$ cat src/rtl/delay_timer_bank.sv
// ---------------------------------------------------------------------------
// delay_timer_bank
//
// This is a multi-channel programmable delay timer for the elevator
// controller. One shared prescaler divides the system clock into a base tick
// and a 50% duty slow square wave. NUM_CH independent channels count down
// whole base ticks. Each channel runs either one-shot or auto-reload.
//
// Parameters
//    PRESCALE   clk cycles per base tick (>= 2)
//    PRE_W      prescaler counter width
//    NUM_CH     number of timer channels (>= 1)
//    CNT_W      width of each channel's load value and counter
//
// Ports
//    clk        system clock, rising edge
//    rst        asynchronous reset, active low
//    en         global enable; low freezes the prescaler and all countdowns
//    start      per-channel start/restart request, sampled every cycle
//    stop       per-channel abort request (wins over start)
//    periodic   per-channel mode: 1 = auto-reload, 0 = one-shot
//    load_val   per-channel delay in base ticks, channel i at [i*CNT_W +: CNT_W]
//    base_tick  one-cycle pulse once every PRESCALE enabled cycles
//    slow_clk   square wave toggling on every base tick
//    busy       channel is counting
//    done       one-cycle pulse when a channel expires
//    remaining  current countdown value per channel
// ---------------------------------------------------------------------------
module delay_timer_bank #(
   parameter int PRESCALE = 100000000,
   parameter int PRE_W    = $clog2(PRESCALE),
   parameter int NUM_CH   = 2,
   parameter int CNT_W    = 8
) (
   input  logic                    clk,
   input  logic                    rst,
   input  logic                    en,
   input  logic [NUM_CH-1:0]       start,
   input  logic [NUM_CH-1:0]       stop,
   input  logic [NUM_CH-1:0]       periodic,
   input  logic [NUM_CH*CNT_W-1:0] load_val,
   output logic                    base_tick,
   output logic                    slow_clk,
   output logic [NUM_CH-1:0]       busy,
   output logic [NUM_CH-1:0]       done,
   output logic [NUM_CH*CNT_W-1:0] remaining
);

   // Catch illegal parameter choices at elaboration time.
   if (PRESCALE < 2) begin : g_bad_prescale
      $error("delay_timer_bank: PRESCALE must be at least 2");
   end
   if (NUM_CH < 1) begin : g_bad_num_ch
      $error("delay_timer_bank: NUM_CH must be at least 1");
   end

   typedef enum logic {
      IDLE = 1'b0,
      RUN  = 1'b1
   } state_e;

   localparam logic [PRE_W-1:0] PRE_LAST = PRE_W'(PRESCALE - 1);

   logic [PRE_W-1:0] pre_cnt_q;
   logic             base_tick_q;
   logic             slow_clk_q;
   logic             tick_evt;

   // The tick event is combinational so that every channel can act on the
   // same edge that raises base_tick; this keeps done aligned with it.
   assign tick_evt = en && (pre_cnt_q == PRE_LAST);

   // Shared prescaler. While en is low the count and the slow clock hold, so
   // resuming continues from where it stopped and no tick is lost or doubled.
   always_ff @(posedge clk or negedge rst) begin
      if (!rst) begin
         pre_cnt_q   <= '0;
         base_tick_q <= 1'b0;
         slow_clk_q  <= 1'b0;
      end else if (tick_evt) begin
         pre_cnt_q   <= '0;
         base_tick_q <= 1'b1;
         slow_clk_q  <= ~slow_clk_q;
      end else if (en) begin
         pre_cnt_q   <= pre_cnt_q + PRE_W'(1);
         base_tick_q <= 1'b0;
      end else begin
         base_tick_q <= 1'b0;
      end
   end

   assign base_tick = base_tick_q;
   assign slow_clk  = slow_clk_q;

   // One independent countdown channel per generate iteration.
   for (genvar i = 0; i < NUM_CH; i++) begin : g_ch
      state_e           state_q;
      logic [CNT_W-1:0] rem_q;
      logic             done_q;
      logic [CNT_W-1:0] ldVal;

      assign ldVal = load_val[i*CNT_W +: CNT_W];

      // Channel FSM with priority stop > start > tick. done defaults low
      // every cycle so it can only ever be a single-cycle pulse. A zero load
      // value expires immediately instead of entering RUN, and periodic
      // reload samples load_val afresh so software can retune the period
      // while the channel keeps running.
      always_ff @(posedge clk or negedge rst) begin
         if (!rst) begin
            state_q <= IDLE;
            rem_q   <= '0;
            done_q  <= 1'b0;
         end else begin
            done_q <= 1'b0;
            if (stop[i]) begin
               state_q <= IDLE;
               rem_q   <= '0;
            end else if (start[i]) begin
               if (ldVal != '0) begin
                  state_q <= RUN;
                  rem_q   <= ldVal;
               end else begin
                  state_q <= IDLE;
                  rem_q   <= '0;
                  done_q  <= 1'b1;
               end
            end else if ((state_q == RUN) && tick_evt) begin
               if (rem_q > CNT_W'(1)) begin
                  rem_q <= rem_q - CNT_W'(1);
               end else begin
                  done_q <= 1'b1;
                  if (periodic[i] && (ldVal != '0)) begin
                     rem_q <= ldVal;
                  end else begin
                     state_q <= IDLE;
                     rem_q   <= '0;
                  end
               end
            end
         end
      end

      assign busy[i]                      = (state_q == RUN);
      assign done[i]                      = done_q;
      assign remaining[i*CNT_W +: CNT_W]  = rem_q;
   end

endmodule

$ cat config.mk
export PLATFORM = sky130hd
export DESIGN_NAME = delay_timer_bank
export DESIGN_NICKNAME = d
export VERILOG_FILES = /design/src/rtl/delay_timer_bank.sv
export SDC_FILE = /design/constraint.sdc
export NUM_CORES = 1
export LEC_CHECK = 0
export ABC_AREA = 0
export CORE_UTILIZATION = 53
export CTS_CLUSTER_SIZE = 12
export DETAILED_ROUTE_END_ITERATION = 8
export GPL_ROUTABILITY_DRIVEN = 0
export PLACE_DENSITY = 0.8
export SLEW_MARGIN = 10
export SYNTH_ARGS = -nofsm -noshare
export SYNTH_HDL_FRONTEND = slang
export SYNTH_SLANG_ARGS = --single-unit
$ cat constraint.sdc
create_clock -name clk -period 2.3 [get_ports clk]
set_input_delay 0.23 -clock clk [delete_from_list [all_inputs] [get_ports clk]]
set_output_delay 0.23 -clock clk [all_outputs]
set_load 0.01 [all_outputs]
==> results of run 1 <==
logic make-up after synthesis:
logic type	synth area share, %
mux	0.7887
fa+ha+maj	2.191
flops	42.94
simple gates	26.16
buf+inv	4.163
compound gates	14.86
xor+xnor	8.896
power breakdown:
group          total, mW  switching (mW)  internal (mW)
clock network      0.649           0.317          0.332
registers           1.05           0.106          0.943
logic              0.491           0.239          0.252
total               2.19           0.662           1.53
cell type report:
class	count	area (µm²)	share of cell area, %
Multi-Input combinational cell	227	1513	42.81
Inverter	10	37.54	1.062
Tap cell	70	87.58	2.479
Clock inverter	3	47.55	1.346
Sequential cell	49	1226	34.70
Timing Repair Buffer	57	553.0	15.65
Clock buffer	5	68.82	1.948
timing repair:
item,CTS,global route
hold endpoints to repair,22,0
hold buffers,1,0
setup endpoints to repair,0,1
resized for setup,0,1
cells in the mapped netlist (all sizes together) (4+ instances only):
master and count:
buf 9, nand2 17, inv 10, nand4 12
or4 4, a221oi 5, xnor2 16, dfrtp 49
xor2 13, nor4 10, or2 4, ha 5
nand3 9, nor3 9, nor2 44, and3 9
o21ai 4, a211oi 12, and2 4, a21oi 14
placed cells by master, fill, tap and decap left out, drive strengths merged, types with 9 or more instances in the layout:
cell / instances
and3: 9
nor3: 9
nor2: 44
nand3: 9
nand2: 17
buf: 11
a211oi: 12
xnor2: 16
inv: 12
nor4: 10
xor2: 13
dfrtp: 49
clkdlybuf4s50: 45
a21oi: 14
nand4: 12
worst min-delay path by stage:
stage	endpoint	cells after the start	slack, ns
after floorplan	base_tick	0	-0.07
final	pre_cnt_q[4]	2	0.42
after detailed placement	pre_cnt_q[4]	1	0.24
after global routing	pre_cnt_q[4]	2	0.50
after CTS	pre_cnt_q[4]	2	0.44
after global placement	pre_cnt_q[4]	1	0.25
routing by layer:
metal / part of all wire (%) / vias to the layer above / global-route usage [%]
li1: - / 1194 / -
met1: 47 / 1187 / 32.35
met2: 47 / 78 / 40.18
met3: 5.1 / 10 / 5.026
met4: 1.1 / 0 / 8.230
met5: 0 / - / 0
through the flow:
| stage | utilization, % | total power, mW | std cells | setup WS, ns | hold WS [ns] |
|---|---|---|---|---|---|
| after detailed placement | 66.24 | 1.555 | 412 | 0.1438 | 0.2417 |
| final | 68.74 | 2.189 | 421 | 0.1216 | 0.4191 |
| after floorplan | - | 1.351 | 298 | 0.3594 | -0.06559 |
| after global routing | 68.74 | 2.297 | 421 | 0.02118 | 0.4952 |
| after CTS | 68.70 | 2.203 | 421 | 0.1138 | 0.4355 |
| after global placement | 66.24 | 1.528 | 412 | 0.1845 | 0.2458 |
registers in the layout, indices dropped and copies added (netlist names):
signal and count:
g_ch.state_q 2, pre_cnt_q 27, g_ch.rem_q 16, g_ch.done_q 2, slow_clk 1, base_tick 1
==> impl_metrics.tcl, run 1 <==
set metrics [dict create \
    setup_viol 0 \
    critPathSlowestCell "or4b_4" \
    cts_sinks 49 \
    dr_total_vias 2469 \
    wl_mm 6.585 \
    via_per_inst 5.865 \
    syn-cell-area_um2 2855 \
    yosys_warnings 0 \
    post_cts.repair.setup_buffers 0 \
    finalSetupTns_ns 0 \
    arrival_ns 2.38 \
    critPathTopFamily "simple AND/OR/NAND/NOR gates" \
    fin_crit_ns 2.178 \
    wire_per_inst_um 15.64 \
    area_delta_synth_final_pct 23.75 \
    clk_pin_slew_ns 0.10 \
    ant_nets 0 \
    io_buffers 46 \
    coreArea_um2 5140 \
    fp.dieW_um 75.40 \
    grt_pass1_vias 2258 \
    detail_route.first_pass.iterations 5 \
    synth_flop_cell "dfrtp_1" \
    drcViolationCount 0 \
    total_leakage_power_nw 1.502 \
    h-tree-depth 2 \
    nFillCells 427 \
    clock_latency_ns 0.31 \
    grt_pass1_wl_mm 10.54 \
    synth.avg_cell_area_um2 9.581 \
    end_kind "flop" \
    vdd_ir_drop_max_mv 0.2803 \
    place_area_um2 3405 \
    outcome "completed" \
    worstPathRequired_ns 2.50 \
    synth_top_area_share_pct 42.94 \
    cts_made_buffers 5 \
    finalHoldViolations 0 \
    antennaDiodeCount 0 \
    reg2reg_depth 5 \
    initialDrtViolationCount 148 \
    crit_start "pre_cnt_q[17]" \
    grt_start_max_net_pins 28 \
    antenna_found_initial 0 \
    std_cell_rows 26 \
    final_area_um2 3533 \
    ioPinCount 47 \
    syn-num-nets 328 \
    slew_violations 0 \
    async_flop_share_pct 100.0 \
    r2r_slack_ns 0.12 \
    worstSetupStartpointType "flop" \
    hold_class "primary input to async pin" \
    worst_pin_slew_ns 0.5476 \
    hpwl_mm 4.880 \
    synth_edf_count 0 \
    reg2reg_to "pre_cnt_q[24]" \
    cts_tree "yes" \
    die_h_um 75.40 \
    powerDensity_nw_per_um2 619.6 \
    slowest_delay_ns 0.56 \
    synthCells 298 \
    ys_seq_area_share_pct 42.94 \
    rsz0062_at_grt "no" \
    yosysTopAreaCell "dfrtp_1" \
    grtUsageTotal_pct 24.45 \
    final_layout_size_suffix_gt1_share_pct 11.11 \
    cts_root_buf "clkbuf_8" \
    critPathMaxFanout 9 \
    grt-ovfl-total 0 \
    cp-endpoint "pre_cnt_q[24]" \
    yosys_register_bits 49 \
    nets 380 \
    synth_cell_types 56 \
    reg2reg_from "pre_cnt_q[17]" \
    cp_num_cells 5 \
    worst-path-buf-inv 1 \
    timing.fmax_mhz 459.1 \
    start_util_pct 55.55 \
    clock_path_buffers 2 \
    maxCapViolations 0 \
    crit_chain "or4b_4 -> nor4_4 -> and3_1 -> buf_4 -> nor2_1" \
    period_share_pct 94.71 \
    critPathKind "flop to flop" \
    finClkSkew_ns 0.01074 \
    max_slew_margin_pct 63.15 \
    die_area_um2 5684 \
    synth.area.top_cells "dfrtp_1 (43%), nor2_1 (5.5%), xnor2_1 (4.9%)" \
]
Note: power is estimated with default switching activity, not from simulation.
==> run 2, diff against run 1 <==
Settings changed: CORE_MARGIN set to 1.
==> results of run 2 <==
No change in the layout: final DEF, timing and power equal those of run 1.
